[src/rtl/qam_demapper_pkg.sv]
// Shared definitions for the demapper FIFO read arbiter: FSM encoding,
// default symbol width and consumer IDs.
package qam_demapper_pkg;

    typedef enum logic [1:0] {
        ST_IDLE  = 2'd0,
        ST_BURST = 2'd1,
        ST_DRAIN = 2'd2
    } arb_state_t;

    localparam int DATA_W_DEF = 4;

    localparam logic ID_MAIN  = 1'b0;
    localparam logic ID_DEBUG = 1'b1;

    function automatic logic [1:0] id_onehot(input logic id);
        return id ? 2'b10 : 2'b01;
    endfunction

endpackage

[src/rtl/qam_rr_pick2.sv]
// Two-way round-robin picker: a lone requester wins, a tie goes to the
// consumer that did not own the previous grant.
module qam_rr_pick2
    import qam_demapper_pkg::*;
(
    input  logic [1:0] req,
    input  logic       last_gnt,
    output logic       winner,
    output logic       valid
);

    always_comb begin
        valid  = |req;
        winner = ID_MAIN;
        if (req == 2'b11) begin
            winner = ~last_gnt;
        end else if (req[1]) begin
            winner = ID_DEBUG;
        end
    end

endmodule

[src/rtl/qam_fifo_read_arbiter.sv]
// Shares the demapper output FIFO read port between the main host and the
// debug tap in round-robin bursts; returns popped words tagged by owner.
module qam_fifo_read_arbiter
    import qam_demapper_pkg::*;
#(
    parameter int DATA_W    = DATA_W_DEF,
    parameter int BURST_LEN = 16,
    parameter int CNT_W     = 16
) (
    input  logic              dclk,
    input  logic              reset,
    input  logic              enable,
    input  logic [1:0]        req,
    output logic [1:0]        gnt,
    input  logic              rdempty,
    output logic              rdreq,
    input  logic [DATA_W-1:0] fifo_q,
    output logic [DATA_W-1:0] dout,
    output logic              dout_valid,
    output logic              dout_id,
    output logic [1:0]        burst_done,
    output logic [CNT_W-1:0]  served0,
    output logic [CNT_W-1:0]  served1
);

    localparam logic [7:0] BEAT_MAX  = 8'(BURST_LEN);
    localparam logic [7:0] BEAT_LAST = 8'(BURST_LEN - 1);

    arb_state_t state;
    logic       owner;
    logic       last_gnt;
    logic [7:0] beat_cnt;
    logic       pop_d;
    logic       pop_id;
    logic       pick_id;
    logic       pick_valid;

    qam_rr_pick2 u_pick (
        .req      (req),
        .last_gnt (last_gnt),
        .winner   (pick_id),
        .valid    (pick_valid)
    );

    assign rdreq = (state == ST_BURST) && enable && req[owner] && !rdempty
                   && (beat_cnt < BEAT_MAX);

    always_ff @(posedge dclk or posedge reset) begin
        if (reset) begin
            state      <= ST_IDLE;
            gnt        <= 2'b00;
            owner      <= ID_MAIN;
            last_gnt   <= ID_DEBUG;
            beat_cnt   <= 8'd0;
            burst_done <= 2'b00;
        end else begin
            burst_done <= 2'b00;
            case (state)
                ST_IDLE: begin
                    if (enable && pick_valid) begin
                        gnt      <= id_onehot(pick_id);
                        owner    <= pick_id;
                        beat_cnt <= 8'd0;
                        state    <= ST_BURST;
                    end
                end
                ST_BURST: begin
                    if (rdreq) begin
                        beat_cnt <= beat_cnt + 8'd1;
                    end
                    // any cycle without a pop ends the burst, as does the last allowed pop
                    if (!rdreq || (beat_cnt == BEAT_LAST)) begin
                        state      <= ST_DRAIN;
                        burst_done <= id_onehot(owner);
                    end
                end
                ST_DRAIN: begin
                    gnt      <= 2'b00;
                    last_gnt <= owner;
                    state    <= ST_IDLE;
                end
                default: begin
                    gnt   <= 2'b00;
                    state <= ST_IDLE;
                end
            endcase
        end
    end

    // FIFO data lags rdreq by one cycle, so the owner tag rides along in pop_id
    always_ff @(posedge dclk or posedge reset) begin
        if (reset) begin
            pop_d      <= 1'b0;
            pop_id     <= 1'b0;
            dout       <= '0;
            dout_valid <= 1'b0;
            dout_id    <= 1'b0;
            served0    <= '0;
            served1    <= '0;
        end else begin
            pop_d      <= rdreq;
            pop_id     <= owner;
            dout_valid <= pop_d;
            if (pop_d) begin
                dout    <= fifo_q;
                dout_id <= pop_id;
            end
            if (dout_valid) begin
                if (dout_id) begin
                    served1 <= served1 + CNT_W'(1);
                end else begin
                    served0 <= served0 + CNT_W'(1);
                end
            end
        end
    end

endmodule

[config.mk]
export PLATFORM = sky130hd
export DESIGN_NAME = qam_fifo_read_arbiter
export DESIGN_NICKNAME = d
export VERILOG_FILES = /design/src/rtl/qam_demapper_pkg.sv /design/src/rtl/qam_rr_pick2.sv /design/src/rtl/qam_fifo_read_arbiter.sv
export SDC_FILE = /design/constraint.sdc
export NUM_CORES = 1
export LEC_CHECK = 0
export ABC_AREA = 1
export BUFFER_PORTS_ARGS = -buffer_cell sky130_fd_sc_hd__buf_4
export CAP_MARGIN = 20
export CORE_MARGIN = 5
export CORE_UTILIZATION = 42
export DETAILED_ROUTE_END_ITERATION = 6
export HOLD_SLACK_MARGIN = 0.1
export PLACE_DENSITY_LB_ADDON = 0.2
export REMOVE_ABC_BUFFERS = 1
export SYNTH_ARGS = -nofsm -noshare
export SYNTH_HDL_FRONTEND = slang
export SYNTH_SLANG_ARGS = --single-unit
[constraint.sdc]
create_clock -name dclk -period 2.35 [get_ports dclk]
set_input_delay 0.47 -clock dclk [delete_from_list [all_inputs] [get_ports dclk]]
set_output_delay 0.47 -clock dclk [all_outputs]
set_load 0.1 [all_outputs]
# [After elaboration in Yosys (flattened, before gate mapping)]
# Index checks and enable logic that the tools add are counted.
[word_totals] ff_bits=56 elab_cells=61 output_inout_bits=43
[classes] mux=16 add_sub_neg=3 order_cmp=2 reduce_logical=17 eq_ne=7 bitwise=3
[op_table] op="16-bit by 1-bit adder with 16-bit output, second input constant" n=2
[op_table] op="8-bit two-way mux" n=2
[op_table] op="8-bit case mux with 2 select lines" n=1
[op_table] op="2-bit two-way mux" n=7
[op_table] op="2-bit AND reduction" n=5
[op_table] op="8-bit by 1-bit adder with 8-bit output, second input constant" n=1
[op_table] op="8-bit by 4-bit == test with 1-bit output, second input constant" n=1
[op_table] op="8-bit by 5-bit less-than comparator with 1-bit output, second input constant" n=1
[op_table] op="2-bit case mux with 2 select lines" n=2
[op_table] op="1-bit logical AND" n=5
[op_table] op="2-bit == test, second input constant" n=2
[op_table] op="1-bit two-way mux" n=4
[op_table] op="2-bit inequality test, second input constant" n=2
[op_table] op="1-bit inverter" n=3
[op_table] op="3-bit AND reduction" n=1
[op_table] op="2-bit by 1-bit == test with 1-bit output, second input constant" n=1
[op_table] op="1-bit logical NOT" n=2
[op_table] op="2-bit logical NOT" n=1
[op_table] op="1-bit by 2-bit less-than comparator with 1-bit output, second input constant" n=1
[op_table] op="2-bit by 1-bit inequality test with 1-bit output, second input constant" n=1
[op_table] op="2-bit nonzero test" n=1
[op_table] op="2-bit OR reduction" n=1
[op_table] op="1-bit logical OR" n=1

# [Depth between registers and ports, before layout]
# Gate-level depths: netlist of the first run.
[depth] ltp_word=9 ltp_mapped=9 depth_no_buf=9

# [Hierarchy]
# From an unflattened synthesis of the first run, not the netlist that was laid out.
[hier_totals] hier_cells=315 area_unflattened_um2=2723.9
[by_module_without_submodules] mod="qam_fifo_read_arbiter" area_per_inst_um2=2708.8 cells_each=312 n_inst=1
[by_module_without_submodules] mod="qam_rr_pick2" area_per_inst_um2=15.0 cells_each=3 n_inst=1

# [Least setup slack after synthesis of the first run]
# No wires, ideal clock.
[synth_path] path_type="reg-to-output" from="register state[1]" to="output rdreq" path_slack_ps=-1687 path_buffers=0 arrival_ps=3567 path_stages_with_launch=6 cell_sequence="dfrtp_1 > inv_2 > nand2_4 > inv_1 > o21ai_0 > nor4_1"
[synth_via] elab_chain_cells=5
[synth_lines] item="from (decl)" line="qam_fifo_read_arbiter.sv:29" rtl="arb_state_t state;"
[synth_lines] item="from (signal assigned)" line="qam_fifo_read_arbiter.sv:50" rtl="state <= ST_IDLE;"
[synth_lines] item="from (signal assigned)" line="qam_fifo_read_arbiter.sv:64" rtl="state <= ST_BURST;"
[synth_lines] item="from (signal assigned)" line="qam_fifo_read_arbiter.sv:73" rtl="state <= ST_DRAIN;"
[synth_lines] item="2-bit by 1-bit == test with 1-bit output" line="qam_fifo_read_arbiter.sv:45" rtl="assign rdreq = (state == ST_BURST) && enable && req[owner] && !rdempty"
[synth_lines] item="1-bit logical AND (3 in series)" line="qam_fifo_read_arbiter.sv:45"
[synth_lines] item="1-bit logical AND" line="qam_fifo_read_arbiter.sv:46" rtl="&& (beat_cnt < BEAT_MAX);"
[synth_lines] item="to (decl)" line="qam_fifo_read_arbiter.sv:16" rtl="output logic rdreq,"
# No other way between the ends.

# [Final worst setup path of the first run]
# Same ends and word-level chain as after synthesis.

==> results.md, run 1 <==
- In the routed design, unresolved DRC markers number 0.
- At the pin with the least slew margin, the transition time is 287 ps.
- Adding up every negative setup slack in the final design gives 0 ps.
- In this run the vertical extent of the chip is 89.7 µm.
- The path class of the lowest-slack min-delay path is primary input to async pin.
- The total CTS buffers is 5.
- 0 antenna diodes ended up in the layout.
- The number of max-slew violations in the final report is 0.
- The top fanout value on the critical path is 7.
- The later-pin clock latency in the skew report is 300 ps.
- The congestion estimate from routability-driven global placement came to 0.809.
- The headroom to the max-slew limit is 80.7%.
- In this run the static leakage power is 0.00180 µW.
- In the final routed layout, each cell accounts on average for 11.6 µm.
- The detail route stage leaves a number of antenna-violating nets equal to 0.
- The number of standard cells in the final layout excluding fillers is 435.
- Setup repair after global routing left no endpoint under its margin.
- The part of the Yosys area used for sequential elements is 52.6%.
- The port buffer count is 52.
- The top cell type by total area after synthesis is sky130_fd_sc_hd__dfrtp_1.
- The placed wire-length estimate after detailed placement is 3840 µm.
- Clock-pin slew was measured on the worst setup and hold paths at 100 ps.
- After detailed routing, the number of vias per cell comes to 4.62.
- Static timing analysis puts the maximum clock frequency at 474 MHz.
- The largest net degree at the start of global routing is 57.
- The maximum vdd drop is 0.000699 V.
- In this run the deepest clock path goes through 2 buffers.
- In this run the count of I/O pins placed on the die edge is 53.
- The worst setup path is captured at a primary output.
- The number of violations of the max-capacitance limit is 0.
- The worst setup skew after layout is 5.24 ps.
- Once routing completed, OpenROAD measured the worst setup slack at 242 ps.
- The path type of the worst setup path is register to primary output.
- The start of the worst register-to-register path is served0[0].
- Of the total power, the share spent switching nets is 41.6%.
- The synthesized cell area is 0.00267 mm².
- For this run, the post-layout net count is 370.
- The number of rows in the core area is 29.
- In this run, the combinational gates consume 34.6% of the power.
- The effective utilization at floorplan is 42.5%.
- The share of total power dissipated in sequential elements is 41.5%.
- The via count of the first global-routing pass is 1914.
- STA puts the critical path data required time at 1880 ps.
- Synthesis instantiated 28 different standard cells from the library.
- The switching power summed over all nets is 1190 µW.
- The clock root buffer is sky130_fd_sc_hd__clkbuf_8.
- STA puts the critical path data arrival time at 1640 ps.
- The buffers inserted during post-CTS setup optimization is 0.
- Each instance of the synthesized netlist takes up on average 8.98 µm².
- In the synthesized netlist, the number of instances is 297.
- The number of sinks handled by clock tree synthesis is 56.
- The power per standard cell area is 863 mW/mm².
- The DRC violation total after the first TritonRoute iteration is 39.
- The register-to-register setup slack is 960 ps.
- The wire length of the first global-routing pass is 8680 µm.
- By area the synthesized netlist is led by sky130_fd_sc_hd__dfrtp_1 52%, sky130_fd_sc_hd__nand2_1 10%, sky130_fd_sc_hd__inv_1 5.6%, sky130_fd_sc_hd__xor2_1 4.3%, sky130_fd_sc_hd__nor2_1 4.2%.
- The die covers 0.00805 mm².
- The internal power of the cells totals 1670 µW.
- The kind of launch point of the worst setup path is a register.
- The post-synthesis to final-layout area growth is 24.0%.
- The endpoint of the most critical register-to-register path is served0[12].
- Before antenna repair, the detailed router went through 4 iterations.
- For the worst flop-to-flop path, the logic depth is 8.
- The number of warnings reported in the yosys synthesis log is 0.
- The initial antenna violation count is 0.
- The H-tree generated during clock tree synthesis spans 2 levels.
- In this run, the clock network consumes 23.9% of the power.
- The final wirelength is 5040 µm.
- Setup violations remaining at the end of the flow were counted as 0.
- The number of vias after detailed routing is 2011.
- The proportion of netlist area held by the largest area contributor is 51.6%.
- The register bit count reported by yosys is 56.
- The total congestion overflow after global routing is 0.
- The cell count after placement is 427.
- The floorplan step defined a core boundary enclosing 0.00628 mm².
- The CTS tree is yes.
- Of the cells placed in the final design, the portion with a size suffix greater than 1 is 25.4%.
- The minimum clock period is 2110 ps.
- The flow ran to the end, and the final reports show no timing, DRC or antenna violations.
- The final hold violation count is 0.
- The die is 89.7 µm wide.
- The overall global routing resource usage is 13.8%.
- Before CTS, the worst setup slack after placement is 397 ps.
- Dividing the final minimum period by the clock period gives 89.7%.
==> metal layers <==
| metal | wire [µm] | share of wire [%] | up-vias | track usage, % |
|---|---|---|---|---|
| li1 | - | - | 1039 | - |
| met1 | 2310 | 46 | 935 | 18.3 |
| met2 | 2420 | 48 | 31 | 22.3 |
| met3 | 244 | 4.8 | 6 | 3.38 |
| met4 | 65 | 1.3 | 0 | 4.47 |
| met5 | 0 | 0 | - | 0 |
==> final cells by class <==
cell class / instances / area (µm²)
sequential: 56 / 1400
timing repair buffer: 53 / 410
tap: 77 / 96.3
fill: 610 / 2970
clock buffer: 7 / 96.3
multi-input combinational: 197 / 1110
clock inverter: 1 / 30.0
inverter: 44 / 165
==> layout by cell type (no fill, tap or decap), types with 4 or more instances in the layout <==
cell type                  Yosys  final
sky130_fd_sc_hd__nor2_4        5      5
sky130_fd_sc_hd__inv_1        40     39
sky130_fd_sc_hd__mux2_2        4      4
sky130_fd_sc_hd__nor3_1        5      5
sky130_fd_sc_hd__o21ai_0       4      4
sky130_fd_sc_hd__inv_2         4      5
sky130_fd_sc_hd__nand4_1       6      6
sky130_fd_sc_hd__buf_4         0     52
sky130_fd_sc_hd__dfrtp_1      55     55
sky130_fd_sc_hd__xor2_1       13     13
sky130_fd_sc_hd__nand3_1      20     20
sky130_fd_sc_hd__nand2_2       7      7
sky130_fd_sc_hd__clkbuf_8      0      7
sky130_fd_sc_hd__nand2_1      74     74
sky130_fd_sc_hd__xnor2_1       9      9
sky130_fd_sc_hd__nor2_1       30     30
==> worst max-delay path by stage <==
stage | start | endpoint | slack, ps
after floorplan | state[1] | rdreq | -1690
after global placement | rdempty | rdreq | 440
after detailed placement | rdempty | rdreq | 400
after CTS | state[1] | rdreq | 120
after global routing | state[1] | rdreq | 120
final | state[1] | rdreq | 240
==> cells by family (layout without fill, tap and decap cells) <==
group	after synthesis	after routing	synth area share [%]
AND/OR/NAND/NOR	156	156	28.3
AO/OA/AOI/OAI	12	12	2.58
flip-flops	56	56	52.6
buffers and inverters	44	105	6.19
XOR/XNOR	22	22	7.22
adder cells (fa/ha/maj)	3	3	1.41
multiplexers	4	4	1.69
==> flip-flops by register name, indices dropped and copies added (netlist names) <==
name and count:
beat_cnt 8, served1 16, served0 16, dout_valid 1, pop_id 1, gnt 2
burst_done 2, pop_d 1, owner 1, last_gnt 1, dout 4, state 2
dout_id 1
==> cell usage after synthesis, drive strengths merged <==
| cell type | instances |
|---|---|
| dfstp | 1 |
| a31oi | 1 |
| inv | 44 |
| nand4 | 6 |
| a21boi | 1 |
| nor2 | 36 |
| a21oi | 1 |
| ha | 3 |
| o21a | 1 |
| nor3b | 1 |
| nand2 | 83 |
| nand3 | 23 |
| o21bai | 1 |
| o21ai | 7 |
| xnor2 | 9 |
| dfrtp | 55 |
| nor3 | 6 |
| nor4 | 1 |
| xor2 | 13 |
| mux2 | 4 |
==> per-stage QoR <==
stage          hold slack [ps]  total power (µW)  instance area [µm²]  util [%]
2_1_floorplan              409              1970                 2670         -
3_3_place_gp               428              2190                 3170      50.6
3_5_place_dp               432              2200                 3170      50.6
4_1_cts                    216              2890                 3300      52.6
5_1_grt                    224              3000                 3310      52.7
6_report                   212              2850                 3310      52.7
==> power by group through the flow <==
stage / registers, µW / clock network, µW / logic, µW
CTS: 1190 / 708 / 997
detailed placement: 1210 / 0 / 996
global route: 1210 / 753 / 1040
floorplan: 1770 / 0 / 199
global placement: 1200 / 0 / 988
finish: 1190 / 681 / 987
==> critical path, cell delays in order, from the launching register on <==
cell and delay (ps):
sky130_fd_sc_hd__dfrtp_1 410, sky130_fd_sc_hd__inv_2 110, sky130_fd_sc_hd__nand2_4 90, sky130_fd_sc_hd__inv_1 70, sky130_fd_sc_hd__o21ai_0 90, sky130_fd_sc_hd__nor4_2 200
sky130_fd_sc_hd__buf_4 350
==> timing repair <==
| action | in CTS | in global routing |
|---|---|---|
| gates resized for setup | 0 | 1 |
| hold endpoints to repair | 0 | 0 |
| endpoints found under the setup margin | 0 | 1 |
| hold buffers | 0 | 0 |
No activity file was read; power rests on OpenSTA's default activity.
==> run 2: changes to the inputs <==
Settings changed: CORE_UTILIZATION 42 to 53.
==> run 2 against run 1 <==
Routed wire length up 2.5%. Worst setup slack worse by 110 ps. Die area down 19%. Sequential share of layout area up 0.097 points. Utilization up 16 points. Final area down 0.23%. Count of clock-buffer cells in the layout down 1. Register-to-register slack about the same. Critical path type unchanged. Largest cell class unchanged. Highest routed layer unchanged.
==> results.md, run 2 (synthesis gave the netlist of run 1 again) <==
- Status: finished clean (unchanged).
- The initial antenna violation count is 0 (unchanged).
- The number of antenna repair diodes came to 0 (unchanged).
- The maximum vdd drop is 0.000650 V (was 0.000699 V).
- The weighted congestion at the end of routability-driven global placement was 0.811 (was 0.809).
- The endpoint of the most critical register-to-register path is served1[12] (was served0[12]).
- The number of vias per cell after detailed routing was 4.73 (was 4.62).
- The start of the worst register-to-register path is served1[0] (was served0[0]).
- The path class of the lowest-slack min-delay path was primary input to register (was primary input to async pin).
- The headroom to the max-slew limit is 73.3% (was 80.7%).
- Unrepaired setup endpoints after global routing: no (unchanged).
- The worst setup skew after layout came to 9.15 ps (was 5.24 ps).
- The CTS tree is yes (unchanged).
- Registers with the most flip-flops: served0 (16), served1 (16), beat_cnt (8) (unchanged).
- The worst hold path begins at fifo_q[2].
- The worst-case hold path end point is dout[2].
- The final hold violation count is 0 (unchanged).
- The post-synthesis to final-layout area growth was 23.7% (was 24.0%).
- Leading cell types in the layout, fill and taps excluded: 74 x sky130_fd_sc_hd__nand2_1, 55 x sky130_fd_sc_hd__dfrtp_1, 54 x sky130_fd_sc_hd__buf_4, 39 x sky130_fd_sc_hd__inv_1, 30 x sky130_fd_sc_hd__nor2_1 (was 74 x sky130_fd_sc_hd__nand2_1, 55 x sky130_fd_sc_hd__dfrtp_1, 52 x sky130_fd_sc_hd__buf_4, 39 x sky130_fd_sc_hd__inv_1, 30 x sky130_fd_sc_hd__nor2_1).
- The largest net degree at the start of global routing came to 30 (was 57).
- The final-stage net count is 372 (was 370).
- The share of the core filled with cells in the final layout is 68.5% (was 52.7%).
- The clock root buffer was sky130_fd_sc_hd__clkbuf_8 (unchanged).
- The deepest clock path buffer count is 2 (unchanged).
- The core footprint is 0.00482 mm² (was 0.00628 mm²).
- The power per standard cell area is 878 mW/mm² (was 863 mW/mm²).
- The DRC violation total after the first TritonRoute iteration is 114 (was 39).
- The top fanout value on the critical path is 7 (unchanged).
- The register-to-register setup slack is 950 ps (was 960 ps).
- The number of rows in the core area came to 25 (was 29).
- The placed wire-length estimate after detailed placement is 3910 µm (was 3840 µm).
- The chip width is 80.9 µm (was 89.7 µm).
- The number of max-slew violations in the final report is 0 (unchanged).
- The total congestion overflow after global routing is 0 (unchanged).
- The number of vias after detailed routing came to 2020 (was 2011).
- The overall global routing resource usage is 17.0% (was 13.8%).
- The count of boundary I/O pins is 53 (unchanged).
- The maximum level of the CTS H-tree came to 2 (unchanged).
- The total negative slack for setup checks came to 0 ps (unchanged).
- The leading cell type in the layout, fill and taps excluded is sky130_fd_sc_hd__nand2_1 (unchanged).
- The later-pin clock latency in the skew report is 300 ps (about the same).
- The via count of the first global-routing pass was 1960 (was 1914).
- The total CTS buffers was 5 (unchanged).
- The data arrival time of the critical path is 1750 ps (was 1640 ps).
- The ratio of final minimum period to clock period is 94.4% (was 89.7%).
- The wire length of the first global-routing pass is 8690 µm (was 8680 µm).
- The final wirelength came to 5170 µm (was 5040 µm).
- The slew of the pin with the lowest slew margin is 396 ps (was 287 ps).
- The leakage power is 0.00181 µW (was 0.00180 µW).
- The critical path required time is 1880 ps (about the same).
- The remaining routing DRC violations is 0 (unchanged).
- The category of the worst setup path capture point is a primary output (unchanged).
- The count of cells along the worst register-to-register path was 6 (was 8).
- The port buffer count came to 52 (unchanged).
- The buffers inserted during post-CTS setup optimization is 0 (unchanged).
- The die area is 0.00655 mm² (was 0.00805 mm²).
- The post-CTS clock slew at the launch and capture registers of the worst setup and hold paths is 100 ps (about the same).
- The minimum clock period is 2220 ps (was 2110 ps).
- The effective utilization at floorplan is 55.4% (was 42.5%).
- The kind of launch point of the worst setup path is a register (unchanged).
- The number of setup violations in the final report is 0 (unchanged).
- The y dimension of the die is 80.9 µm (was 89.7 µm).
- The path type of the worst setup path is register to primary output (unchanged).
- The worst hold path passes through 2 cells.
- The number of violations of the max-capacitance limit is 0 (unchanged).
- The layout cell share with drive strength beyond 1 is 25.0% (was 25.4%).
- The average wire length per cell after detail routing was 12.1 µm (was 11.6 µm).
- The post-CTS resize count is 0 (unchanged).
- The iteration count of the initial detailed-routing pass came to 4 (unchanged).
- The final hold slack came to 391 ps (was 212 ps).
- The number of sinks handled by clock tree synthesis is 56 (unchanged).
- The top achievable clock speed is 451 MHz (was 474 MHz).
- The residual antenna-violating net count after detailed routing is 0 (unchanged).
## run 2: where the power goes
group	internal, µW	total [µW]	switching, µW
clock network	426	725	299
registers	1080	1180	98.9
logic	204	989	785
total	1720	2900	1180
## run 2: what timing repair did
| item | in CTS | in global routing |
|---|---|---|
| hold endpoints to repair | 6 | 0 |
| endpoints found under the setup margin | 0 | 0 |
| hold buffers | 1 | 0 |
## run 2: through the flow
stage | power, µW | std cells | cell area [µm²] | worst slack, ps
finish | 2900 | 427 | 3300 | 131
global route | 3030 | 427 | 3300 | 10.0
CTS | 2930 | 427 | 3300 | 127
detailed placement | 2190 | 418 | 3160 | 384
global placement | 2180 | 418 | 3160 | 385
floorplan | 1970 | 297 | 2670 | -1690
## run 2: how the worst max path moves through the flow
stage / slack, ps / end / cells past startpoint / start
after floorplan: -1690 / rdreq / 5 / state[1]
after global placement: 380 / rdreq / 5 / rdempty
after detailed placement: 380 / rdreq / 5 / rdempty
after CTS: 130 / rdreq / 6 / state[1]
after global routing: 10 / rdreq / 6 / state[1]
final: 130 / rdreq / 6 / state[1]
## run 2: cell type report
| class | instances | area, µm² |
|---|---|---|
| Clock buffer | 6 | 72.6 |
| Clock inverter | 2 | 60.1 |
| Fill cell | 397 | 1520 |
| Inverter | 44 | 165 |
| Multi-Input combinational cell | 197 | 1100 |
| Sequential cell | 56 | 1400 |
| Tap cell | 67 | 83.8 |
| Timing Repair Buffer | 55 | 415 |
## run 2: worst max-delay path: stages, from the launching register on
cell and delay, ps:
sky130_fd_sc_hd__dfrtp_1 410, sky130_fd_sc_hd__inv_2 110, sky130_fd_sc_hd__nand2_4 90, sky130_fd_sc_hd__inv_1 80, sky130_fd_sc_hd__o21ai_0 80, sky130_fd_sc_hd__nor4_1 310, sky130_fd_sc_hd__buf_4 370
## run 2: routing by layer
layer  vias up  wire, µm  GRT usage (%)
met1       929      2450           21.4
met4         0        59           5.41
met5         -         0              0
met3         7       198           3.33
li1       1049         -              -
met2        35      2460           29.6
